==> src/rtl/tt_sweep_pkg.sv <==
// Shared types and helpers for the truth-table sweep controller.
package tt_sweep_pkg;

    localparam int N_IN = 4;
    localparam int TT_W = 16;

    // state  | meaning
    // IDLE   | waiting for start, gate inputs parked at 0
    // APPLY  | holding vector k while the settle timer runs
    // SAMPLE | capturing gate output for vector k
    // DONE   | one-cycle completion, results valid
    typedef enum logic [1:0] {
        ST_IDLE,
        ST_APPLY,
        ST_SAMPLE,
        ST_DONE
    } sweep_state_e;

    // Vector 0 lands in the MSB so the table reads like the design-set hex names.
    function automatic logic [N_IN-1:0] tt_bit_pos(input logic [N_IN-1:0] k);
        return N_IN'(TT_W - 1) - k;
    endfunction

    function automatic logic [N_IN-1:0] first_mismatch(input logic [TT_W-1:0] mask);
        logic [N_IN-1:0] idx;
        idx = '0;
        for (int k = TT_W - 1; k >= 0; k--) begin
            if (mask[TT_W - 1 - k]) idx = N_IN'(k);
        end
        return idx;
    endfunction

endpackage

==> src/rtl/tt_settle_timer.sv <==
// Loadable down-counter that reports when it has reached zero.
module tt_settle_timer #(
    parameter int W = 1
) (
    input  logic         i_clk,
    input  logic         i_rst,
    input  logic         i_load,
    input  logic [W-1:0] i_load_val,
    output logic         o_zero
);

    logic [W-1:0] r_cnt;

    always_ff @(posedge i_clk) begin
        if (i_rst) begin
            r_cnt <= '0;
        end else if (i_load) begin
            r_cnt <= i_load_val;
        end else if (r_cnt != '0) begin
            r_cnt <= r_cnt - W'(1);
        end
    end

    assign o_zero = (r_cnt == '0);

endmodule

==> src/rtl/tt_sweep_ctrl.sv <==
// Steps a 4-input gate through all 16 vectors, captures its truth table and
// compares it against an expected word.
module tt_sweep_ctrl
    import tt_sweep_pkg::*;
#(
    parameter int SETTLE_CYCLES = 2
) (
    input  logic            i_clk,
    input  logic            i_rst,
    input  logic            i_start,
    input  logic            i_abort,
    input  logic [TT_W-1:0] i_exp_tt,
    output logic [N_IN-1:0] o_gate_in,
    input  logic            i_gate_out,
    output logic            o_busy,
    output logic            o_done,
    output logic [TT_W-1:0] o_tt_out,
    output logic            o_pass,
    output logic [TT_W-1:0] o_err_mask,
    output logic [N_IN-1:0] o_first_err
);

    localparam int  TW          = (SETTLE_CYCLES > 0) ? $clog2(SETTLE_CYCLES + 1) : 1;
    localparam bit  ZERO_SETTLE = (SETTLE_CYCLES == 0);
    // APPLY spends RELOAD+1 cycles; SAMPLE supplies the final cycle of the hold.
    localparam logic [TW-1:0] RELOAD = TW'((SETTLE_CYCLES > 0) ? SETTLE_CYCLES - 1 : 0);

    sweep_state_e    r_state;
    sweep_state_e    w_state_nxt;
    logic [N_IN-1:0] r_k;
    logic [TT_W-1:0] r_exp_tt;
    logic [TT_W-1:0] r_tt_out;
    logic [TT_W-1:0] r_err_mask;
    logic [N_IN-1:0] r_first_err;
    logic            r_pass;
    logic [TT_W-1:0] w_tt_nxt;
    logic            w_accept;
    logic            w_sample_wr;
    logic            w_last;
    logic            w_tmr_load;
    logic            w_tmr_zero;

    assign w_last     = (r_k == N_IN'(TT_W - 1));
    assign w_tmr_load = (w_state_nxt == ST_APPLY) && (r_state != ST_APPLY);

    tt_settle_timer #(.W(TW)) u_settle (
        .i_clk      (i_clk),
        .i_rst      (i_rst),
        .i_load     (w_tmr_load),
        .i_load_val (RELOAD),
        .o_zero     (w_tmr_zero)
    );

    always_ff @(posedge i_clk) begin
        if (i_rst) r_state <= ST_IDLE;
        else       r_state <= w_state_nxt;
    end

    always_comb begin
        w_state_nxt = r_state;
        w_accept    = 1'b0;
        w_sample_wr = 1'b0;
        case (r_state)
            ST_IDLE: begin
                if (i_start) begin
                    w_accept    = 1'b1;
                    w_state_nxt = ZERO_SETTLE ? ST_SAMPLE : ST_APPLY;
                end
            end
            ST_APPLY: begin
                if (i_abort)         w_state_nxt = ST_IDLE;
                else if (w_tmr_zero) w_state_nxt = ST_SAMPLE;
            end
            ST_SAMPLE: begin
                if (i_abort) begin
                    w_state_nxt = ST_IDLE;
                end else begin
                    w_sample_wr = 1'b1;
                    if (w_last) w_state_nxt = ST_DONE;
                    else        w_state_nxt = ZERO_SETTLE ? ST_SAMPLE : ST_APPLY;
                end
            end
            ST_DONE:  w_state_nxt = ST_IDLE;
            default:  w_state_nxt = ST_IDLE;
        endcase
    end

    always_comb begin
        w_tt_nxt = r_tt_out;
        w_tt_nxt[tt_bit_pos(r_k)] = i_gate_out;
    end

    // r_k doubles as the registered gate drive; it wraps to 0 after vector 15.
    always_ff @(posedge i_clk) begin
        if (i_rst) begin
            r_k         <= '0;
            r_exp_tt    <= '0;
            r_tt_out    <= '0;
            r_err_mask  <= '0;
            r_first_err <= '0;
            r_pass      <= 1'b0;
        end else if (w_accept) begin
            r_k         <= '0;
            r_exp_tt    <= i_exp_tt;
            r_tt_out    <= '0;
            r_err_mask  <= '0;
            r_first_err <= '0;
            r_pass      <= 1'b0;
        end else if (w_sample_wr) begin
            r_tt_out <= w_tt_nxt;
            r_k      <= r_k + N_IN'(1);
            if (w_last) begin
                r_err_mask  <= w_tt_nxt ^ r_exp_tt;
                r_pass      <= (w_tt_nxt == r_exp_tt);
                r_first_err <= first_mismatch(w_tt_nxt ^ r_exp_tt);
            end
        end else if (w_state_nxt == ST_IDLE) begin
            r_k <= '0;
        end
    end

    assign o_gate_in   = r_k;
    assign o_busy      = (r_state == ST_APPLY) || (r_state == ST_SAMPLE);
    assign o_done      = (r_state == ST_DONE);
    assign o_tt_out    = r_tt_out;
    assign o_pass      = r_pass;
    assign o_err_mask  = r_err_mask;
    assign o_first_err = r_first_err;

endmodule

==> config.mk <==
export PLATFORM = sky130hd
export DESIGN_NAME = tt_sweep_ctrl
export DESIGN_NICKNAME = d
export VERILOG_FILES = /design/src/rtl/tt_sweep_pkg.sv /design/src/rtl/tt_settle_timer.sv /design/src/rtl/tt_sweep_ctrl.sv
export SDC_FILE = /design/constraint.sdc
export NUM_CORES = 1
export LEC_CHECK = 0
export ABC_AREA = 1
export BUFFER_PORTS_ARGS = -buffer_cell sky130_fd_sc_hd__buf_2
export CORE_ASPECT_RATIO = 0.7
export CORE_MARGIN = 2
export CORE_UTILIZATION = 30
export DETAILED_ROUTE_END_ITERATION = 16
export PLACE_DENSITY_LB_ADDON = 0.1
export SLEW_MARGIN = 20
export SYNTH_ARGS = -nofsm -noshare
export SYNTH_HDL_FRONTEND = slang
export SYNTH_HIERARCHICAL = 1
export SYNTH_SLANG_ARGS = --single-unit
==> constraint.sdc <==
create_clock -name i_clk -period 5.1 [get_ports i_clk]
set_input_delay 1.02 -clock i_clk [delete_from_list [all_inputs] [get_ports i_clk]]
set_output_delay 1.02 -clock i_clk [all_outputs]
set_load 0.01 [all_outputs]
==> impl_metrics.env, run 1 <==
export IMPL_n_fill_cell=1072
export IMPL_drtPass1Iterations=5
export IMPL_fmaxAchievable_mhz=362
export IMPL_synthMuxAreaShare_pct=0
export IMPL_path_clk_slew_ns=0.05
export IMPL_crit_type="input pin to register"
export IMPL_vias=2894
export IMPL_nets=536
export IMPL_die_w_um=125
export IMPL_cts_root_buffer="clkbuf_16"
export IMPL_min_delay_start="o_pass$_SDFFE_PP0P_"
export IMPL_clock_sinks=61
export IMPL_std_cell_rows=30
export IMPL_synth_top_family_by_area="simple AND/OR/NAND/NOR gates"
export IMPL_core_area_um2=9870
export IMPL_synth_common_cells="nand2_1, inv_1, nor2_1, dfxtp_1, o21ai_0"
export IMPL_syn_nets=478
export IMPL_slew_headroom_pct=47.7
export IMPL_cts_tree="yes"
export IMPL_synth_compound_gate_area_share_pct=18.1
export IMPL_post_drt_via_cell_ratio=4.54
export IMPL_ctsHoldBuffers=0
export IMPL_route_detailed_wl_per_inst_um=13.6
export IMPL_grt_antenna_before_repair=0
export IMPL_required_ns=5.32
export IMPL_critPathArrivalTime_ns=2.98
export IMPL_grt_max_degree=32
export IMPL_grt_pass1_wl_mm=14.1
export IMPL_clock_skew_ns=0.00346
export IMPL_cap_violations=0
export IMPL_gr_usage_all_layers_pct=16.4
export IMPL_post_cts_resized=0
export IMPL_first_global_vias=2756
export IMPL_place_gp_congestion=0.777
export IMPL_cp_slowest_stage_delay_ns=0.59
export IMPL_synthAdderAreaFrac_pct=4.05
export IMPL_syn_inst=447
export IMPL_drv_slew=0
export IMPL_path_buf_inv=4
export IMPL_cp_top_family="buffers and inverters"
export IMPL_synth_edf_count=0
export IMPL_r2r_cells=9
export IMPL_drc=0
export IMPL_end_kind="register"
export IMPL_portBuffers=63
export IMPL_synth_top_area_share_pct=39.5
export IMPL_worst_r2r_endpoint="o_tt_out[8]$_SDFFE_PP0P_"
export IMPL_syn_to_final_growth_pct=22.4
export IMPL_ys_warn_count=6
export IMPL_yosys_area_top_type="dfxtp_1"
export IMPL_die_area_um2=11200
export IMPL_finalWirelength_mm=8.67
export IMPL_synth_simple_area_share_pct=22.7
export IMPL_r2r_slack_ns=2.47
export IMPL_cts_setup_buffers=0
export IMPL_dp_cells=622
export IMPL_dominantRegCellSynth="dfxtp_1"
export IMPL_worstPathCellList="buf_2, nand2_1, inv_1, nor2_1, inv_1, nor2_1, o21ai_0, inv_1"
export IMPL_yosysSeqAreaShare_pct=39.5
export IMPL_post_route_min_period_ns=2.76
export IMPL_synth_xor_area_share_pct=3.40
export IMPL_rsz0062_at_grt="false"
export IMPL_dieHeight_um=89.0
export IMPL_clkLatencyLatePin_ns=0.33
export IMPL_overflow=0
export IMPL_ant_nets=0
export IMPL_cp_common_cell="inv_1"
export IMPL_yosysMostFrequentCell="nand2_1"
export IMPL_cp_max_fo=23
export IMPL_cts_buffers=9
export IMPL_h_tree_depth=3
export IMPL_drt_iter0_drc=140
export IMPL_setup_viol=0
export IMPL_ys_top_cells_by_area="dfxtp_1, nand2_1, inv_1"
export IMPL_min_period_over_period_pct=54.1
export IMPL_finalSetupTns_ns=0
export IMPL_status="completed"
export IMPL_hold_end="o_pass$_SDFFE_PP0P_"
export IMPL_final_cells=638
export IMPL_tightest_slew_ns=0.784
export IMPL_leakage_nw=1.98
export IMPL_regToRegStartpoint="r_state[0]$_SDFF_PP0_"
export IMPL_ys_types=33
export IMPL_hold_viol=0
export IMPL_ys_ff_latch=61
export IMPL_cp_start_kind="input pin"
export IMPL_postSynthAreaPerCell_um2=6.92
export IMPL_hp_class="register to register"
export IMPL_drive_gt1_share_pct=17.1
export IMPL_p_per_area_nw_per_um2=330
export IMPL_n_antenna_cell=0
export IMPL_pin_count=64
export IMPL_ys_async_sr_fraction_pct=0
export IMPL_syn_cell_area_um2=3090
export IMPL_dpl_hpwl_mm=6.37
export IMPL_holdPathStages=2
export IMPL_crit_path_top_delay_cell="inv_1"
export IMPL_peakVddDrop_v=0.000135
export IMPL_clk_path_buf_depth=2
export IMPL_start_util_pct=31.3
[cells by family after synthesis]
kind of cell | after synthesis
compound gates | 99
xor+xnor | 12
fa+ha+maj | 10
buf+inv | 92
flops | 61
other cells | 2
simple gates | 171
[worst register-to-register path, delay by kind of cell (launching register included)]
| family | cells | cell delay (ns) |
|---|---|---|
| AOI/OAI and AO/OA | 1 | 0.10 |
| adders and majority gates | 1 | 0.21 |
| buffers and inverters | 4 | 0.91 |
| and+or+nand+nor | 3 | 0.98 |
| DFF | 1 | 0.39 |
[state kept, by name (all words and copies together) (netlist names)]
signal and count:
o_err_mask 16, o_first_err 4, o_gate_in 4, o_pass 1
o_tt_out 16, r_exp_tt 16, r_state 2, u_settle/r_cnt 2
[cells in the final DEF (no fill, tap or decap), drive strengths merged, types with 10 or more instances in the layout]
cell / count
a21oi: 26
nor2: 64
buf: 66
inv: 73
xor2: 12
o21ai: 49
clkbuf: 16
ha: 10
nand3: 20
nand2: 78
o211ai: 16
dfxtp: 61
[per-stage QoR]
| stage | setup slack (ns) | area (um2) | utilization (%) | total power [mW] | hold slack, ns |
|---|---|---|---|---|---|
| 2_1_floorplan | 2.85 | 3090 | - | 0.628 | 0.444 |
| 6_report | 2.34 | 3790 | 38.4 | 1.25 | 0.463 |
| 4_1_cts | 2.29 | 3790 | 38.4 | 1.27 | 0.465 |
| 5_1_grt | 1.99 | 3790 | 38.4 | 1.32 | 0.485 |
| 3_3_place_gp | 2.03 | 3490 | 35.4 | 0.669 | 0.456 |
| 3_5_place_dp | 1.94 | 3490 | 35.4 | 0.672 | 0.457 |
[final cells by class]
class	instances	area, um2	share of cell area [%]
clock buffer	16	292	7.70
sequential	61	1220	32.3
tap	128	160	4.23
inverter	73	274	7.24
timing repair buffer	66	338	8.92
multi-input combinational	294	1500	39.7
[power by group]
group	internal (mW)	switching (mW)	total, mW
clock	0.382	0.207	0.589
sequential	0.496	0.0105	0.507
combinational	0.0518	0.101	0.153
[worst max path at each step]
stage | from | endpoint | slack, ns | depth (start not counted)
4_1_cts | i_start | o_err_mask[0]$_SDFFE_PP0P_ | 2.29 | 8
5_1_grt | i_start | o_tt_out[9]$_SDFFE_PP0P_ | 1.99 | 8
6_report | i_start | o_err_mask[0]$_SDFFE_PP0P_ | 2.34 | 8
3_3_place_gp | i_start | o_err_mask[0]$_SDFFE_PP0P_ | 2.03 | 8
2_1_floorplan | i_gate_out | o_pass$_SDFFE_PP0P_ | 2.85 | 11
3_5_place_dp | i_start | o_err_mask[0]$_SDFFE_PP0P_ | 1.94 | 8
[per-layer routing]
layer | part of all wire (%) | GRT usage, %
met1 | 54 | 22.8
met2 | 40 | 25.0
met3 | 5.2 | 4.91
met4 | 0.65 | 4.85
met5 | 0 | 0
Power figures use the tool's default switching activity.
==> run 2: changes to the inputs <==
Clock period 5.1 ns to 2.52 ns, I/O delays scaled along.
==> run 2 against run 1 <==
Against the previous run:
- sequential share of layout area down 0.55 points
- setup slack worse by 2.1 ns
- final area up 1.9%
- non-clock buffer count up 6
- final cell count up 0.94%
- register-to-register slack worse by 2.2 ns
- count of clock-buffer cells in the layout unchanged
- critical path type is now register to register
- largest power group unchanged
- largest cell class unchanged
- die area unchanged
==> impl_metrics.env, run 2 (synthesized netlist as in run 1, its figures left out) <==
export IMPL_setup_viol=0
export IMPL_regToRegStartpoint="o_gate_in[1]$_SDFFE_PP0P_"
export IMPL_grt_pass1_wl_mm=14.3
export IMPL_min_period_over_period_pct=89.1
export IMPL_pin_count=64
export IMPL_r2r_slack_ns=0.27
export IMPL_drc=0
export IMPL_rsz0062_at_grt="false"
export IMPL_grt_max_degree=32
export IMPL_required_ns=2.69
export IMPL_drt_iter0_drc=177
export IMPL_grt_antenna_before_repair=0
export IMPL_hp_class="input pin to register"
export IMPL_drtPass1Iterations=4
export IMPL_syn_to_final_growth_pct=24.7
export IMPL_first_global_vias=2757
export IMPL_die_area_um2=11200
export IMPL_cts_buffers=9
export IMPL_core_area_um2=9870
export IMPL_final_common_cell="nand2_1"
export IMPL_nets=542
export IMPL_finalSetupTns_ns=0
export IMPL_critPathArrivalTime_ns=2.42
export IMPL_clock_skew_ns=0.00923
export IMPL_min_delay_start="i_rst"
export IMPL_cap_violations=0
export IMPL_holdPathStages=2
export IMPL_clkLatencyLatePin_ns=0.33
export IMPL_finalWirelength_mm=8.81
export IMPL_place_gp_congestion=0.832
export IMPL_vias=2942
export IMPL_end_kind="register"
export IMPL_std_cell_rows=30
export IMPL_drv_slew=0
export IMPL_start_util_pct=31.3
export IMPL_hold_viol=0
export IMPL_drive_gt1_share_pct=19.2
export IMPL_path_clk_slew_ns=0.05
export IMPL_route_detailed_wl_per_inst_um=13.7
export IMPL_fin_util_pct=39.1
export IMPL_post_drt_via_cell_ratio=4.57
export IMPL_status="completed"
export IMPL_crit_type="register to register"
export IMPL_dieHeight_um=89.0
export IMPL_gr_usage_all_layers_pct=16.7
export IMPL_n_fill_cell=1061
export IMPL_fmaxAchievable_mhz=445
export IMPL_cp_max_fo=7
export IMPL_p_per_area_nw_per_um2=658
export IMPL_tightest_slew_ns=0.844
export IMPL_cp_start_kind="register"
export IMPL_r2r_cells=13
export IMPL_portBuffers=63
export IMPL_clk_path_buf_depth=2
export IMPL_ant_nets=0
export IMPL_slew_headroom_pct=43.7
export IMPL_cts_tree="yes"
export IMPL_post_route_min_period_ns=2.25
export IMPL_n_antenna_cell=0
export IMPL_h_tree_depth=3
export IMPL_dpl_hpwl_mm=6.41
export IMPL_worst_r2r_endpoint="o_first_err[1]$_SDFFE_PP0P_"
export IMPL_peakVddDrop_v=0.000304
export IMPL_clock_sinks=61
export IMPL_hold_end="r_state[1]$_SDFF_PP0_"
export IMPL_cts_root_buffer="clkbuf_16"
export IMPL_layout_common_cells="nand2_1, inv_1, buf_2, nor2_1, dfxtp_1"
export IMPL_leakage_nw=2.01
export IMPL_die_w_um=125
export IMPL_overflow=0
run 2: cell types whose count changed in the layout (fill, tap and decap cells not counted), sizes merged:
cell	change
buf	+6
run 2: final cells by class:
| class | count | area (um2) | share of cell area (%) |
|---|---|---|---|
| clock buffers | 16 | 292 | 7.56 |
| repair buffers | 72 | 383 | 9.93 |
| inverters | 73 | 274 | 7.11 |
| flip-flops and latches | 61 | 1220 | 31.7 |
| multi-input cells | 294 | 1530 | 39.6 |
| well taps | 128 | 160 | 4.15 |
run 2: how the worst max path moves through the flow:
stage                              startpoint                          end  slack (ns)  depth (start not counted)
floorplan           o_gate_in[0]$_SDFFE_PP0P_  o_first_err[0]$_SDFFE_PP0P_        0.59                         22
global route        o_gate_in[1]$_SDFFE_PP0P_  o_first_err[0]$_SDFFE_PP0P_        0.03                         16
finish              o_gate_in[1]$_SDFFE_PP0P_  o_first_err[1]$_SDFFE_PP0P_        0.27                         13
global placement    o_gate_in[1]$_SDFFE_PP0P_  o_first_err[0]$_SDFFE_PP0P_        0.14                         16
detailed placement  o_gate_in[0]$_SDFFE_PP0P_  o_first_err[0]$_SDFFE_PP0P_        0.14                         17
CTS                 o_gate_in[0]$_SDFFE_PP0P_  o_first_err[0]$_SDFFE_PP0P_        0.11                         17
run 2: layer usage:
metal	part of all wire, %	global-route usage (%)	vias up
li1	-	-	1549
met1	52	23.4	1312
met2	41	25.1	76
met3	6.2	4.73	5
met4	0.50	5.15	0
met5	0	0	-
run 2: power breakdown:
group	internal (mW)	switching, mW
Clock	0.774	0.412
Combinational	0.112	0.211
Sequential	1.00	0.0236
run 2: metrics by stage:
stage	hold slack, ns	instances	instance area (um2)	worst slack [ns]	total power, mW
3_5_place_dp	0.463	627	3530	0.139	1.37
3_3_place_gp	0.467	627	3530	0.140	1.36
2_1_floorplan	0.444	447	3090	0.589	1.27
6_report	0.415	644	3860	0.274	2.54
5_1_grt	0.419	644	3860	0.0257	2.68
4_1_cts	0.403	643	3820	0.115	2.58
run 2: worst max-delay path, stage by stage (launching register included):
cell and delay (ns):
dfxtp_1 0.42, ha_1 0.37, nand3_1 0.19, nand2_1 0.13
o21ai_2 0.08, xor2_2 0.27, and2_1 0.19, o31ai_1 0.07
nand2_1 0.06, nand2_1 0.05, nand2_1 0.07, nand2_1 0.05
nand2_1 0.07, a21oi_1 0.06
run 2: repair_timing:
| item | 4_1_cts | 5_1_grt |
|---|---|---|
| hold buffers | 0 | 0 |
| buffers inserted | 0 | 1 |
| endpoints found under the setup margin | 0 | 6 |
| resized for setup | 0 | 6 |
| hold endpoints to repair | 0 | 0 |
==> run 3: changes to the inputs <==
Settings changed: CORE_UTILIZATION 30 to 45.
==> run 3 against run 2 <==
Against the previous run:
- critical path depth grew 3
- first-iteration DRC count shrank 30%
- routed wire length shrank 9.2%
- largest power group is now registers
- setup slack lost 0.0010 ns
- combinational power shrank 2%
- flip-flop and latch count is the same
- total power shrank 17%
==> impl_metrics.env, run 3 (synthesized netlist as in run 1, its figures left out) <==
export IMPL_status="completed"
export IMPL_slew_headroom_pct=47.3
export IMPL_cp_start_kind="register"
export IMPL_route_detailed_wl_per_inst_um=13.2
export IMPL_portBuffers=63
export IMPL_clkLatencyLatePin_ns=0.35
export IMPL_syn_to_final_growth_pct=18.7
export IMPL_vias=2934
export IMPL_post_route_min_period_ns=2.25
export IMPL_fmaxAchievable_mhz=445
export IMPL_rsz0062_at_grt="false"
export IMPL_critPathArrivalTime_ns=2.52
export IMPL_setup_ws_ns=0.273
export IMPL_start_util_pct=46.2
export IMPL_fin_area_um2=3670
export IMPL_nets=540
export IMPL_h_tree_depth=3
export IMPL_drc=0
export IMPL_clock_sinks=61
export IMPL_drt_iter0_drc=124
export IMPL_drtPass1Iterations=4
export IMPL_leakage_nw=1.94
export IMPL_holdWs_ns=0.383
export IMPL_clk_path_buf_depth=2
export IMPL_place_area_um2=3480
export IMPL_ctsHoldBuffers=0
export IMPL_core_area_um2=6690
export IMPL_dpl_hpwl_mm=5.83
export IMPL_final_cells=606
export IMPL_die_w_um=103
export IMPL_cp_max_fo=7
export IMPL_n_antenna_cell=0
export IMPL_pin_count=64
export IMPL_p_total_mw=2.11
export IMPL_clock_skew_ns=0.00996
export IMPL_setup_viol=0
export IMPL_hp_class="input pin to register"
export IMPL_layout_common_cells="nand2_1, inv_1, buf_2, nor2_1, dfxtp_1"
export IMPL_drive_gt1_share_pct=19.1
export IMPL_post_place_ws_ns=0.145
export IMPL_grt_antenna_before_repair=0
export IMPL_grt_pass1_wl_mm=12.9
export IMPL_die_area_um2=7560
export IMPL_overflow=0
export IMPL_cap_violations=0
export IMPL_cts_tree="yes"
export IMPL_final_common_cell="nand2_1"
export IMPL_finalSetupTns_ns=0
export IMPL_hold_viol=0
export IMPL_ant_nets=0
export IMPL_finalWirelength_mm=8.00
export IMPL_peakVddDrop_v=0.000287
export IMPL_crit_type="register to register"
export IMPL_min_period_over_period_pct=89.2
export IMPL_required_ns=2.79
export IMPL_fin_util_pct=54.9
export IMPL_dieHeight_um=73.4
export IMPL_holdPathStages=2
export IMPL_first_global_vias=2675
export IMPL_path_clk_slew_ns=0.07
export IMPL_dp_cells=592
export IMPL_cts_root_buffer="clkbuf_8"
export IMPL_tightest_slew_ns=0.790
export IMPL_std_cell_rows=25
export IMPL_p_per_area_nw_per_um2=574
export IMPL_post_drt_via_cell_ratio=4.84
export IMPL_gr_usage_all_layers_pct=22.7
export IMPL_grt_max_degree=25
export IMPL_r2r_cells=16
export IMPL_end_kind="register"
export IMPL_place_gp_congestion=0.828
export IMPL_drv_slew=0
export IMPL_cts_buffers=9
-- run 3: layout make-up --
cell class / count / area [um2]
flip-flops and latches: 61 / 1220
inverters: 73 / 274
multi-input cells: 294 / 1520
clock buffers: 12 / 155
well taps: 94 / 118
clock inverters: 2 / 10.0
fillers: 693 / 3020
repair buffers: 70 / 368
-- run 3: routing by layer --
layer / track usage [%] / wire, um / vias to the layer above / share of wire (%)
met5: 0 / 0 / - / 0
met4: 9.06 / 136 / 0 / 1.7
met3: 5.52 / 450 / 13 / 5.6
met2: 34.3 / 3410 / 76 / 43
met1: 31.1 / 4010 / 1303 / 50
li1: - / - / 1542 / -
-- run 3: worst paths after layout --
path | start | end | slack (ns)
setup / recovery | o_gate_in[1]$_SDFFE_PP0P_ | o_first_err[0]$_SDFFE_PP0P_ | 0.27
hold / removal | i_rst | r_state[1]$_SDFF_PP0_ | 0.38
setup reg to reg | o_gate_in[1]$_SDFFE_PP0P_ | o_first_err[0]$_SDFFE_PP0P_ | 0.27
hold reg to reg | o_first_err[1]$_SDFFE_PP0P_ | o_first_err[1]$_SDFFE_PP0P_ | 0.46
-- run 3: worst max-delay path: stages (launching register included) --
cell and delay (ns):
dfxtp_1 0.44, ha_2 0.32, nand3_1 0.13, o21ai_1 0.28
xor2_2 0.27, nand2_1 0.09, nand2_1 0.06, nand2_1 0.05
nand2_1 0.05, nand2_1 0.05, nand2_1 0.05, nand2_1 0.07
nand2_1 0.06, nand2_1 0.04, nand2_1 0.05, nand2_1 0.06
a21oi_2 0.10
-- run 3: repair_timing --
action	4_1_cts	5_1_grt
gates resized for setup	0	7
buffers inserted	0	0
setup endpoints to repair	0	2
-- run 3: power by group --
group / leakage (nW) / switching (mW) / total [mW] / internal (mW)
registers: 0.497 / 0.0233 / 1.03 / 1.00
logic: 1.36 / 0.207 / 0.317 / 0.110
clock network: 0.0881 / 0.369 / 0.765 / 0.396
total: 1.94 / 0.599 / 2.11 / 1.51
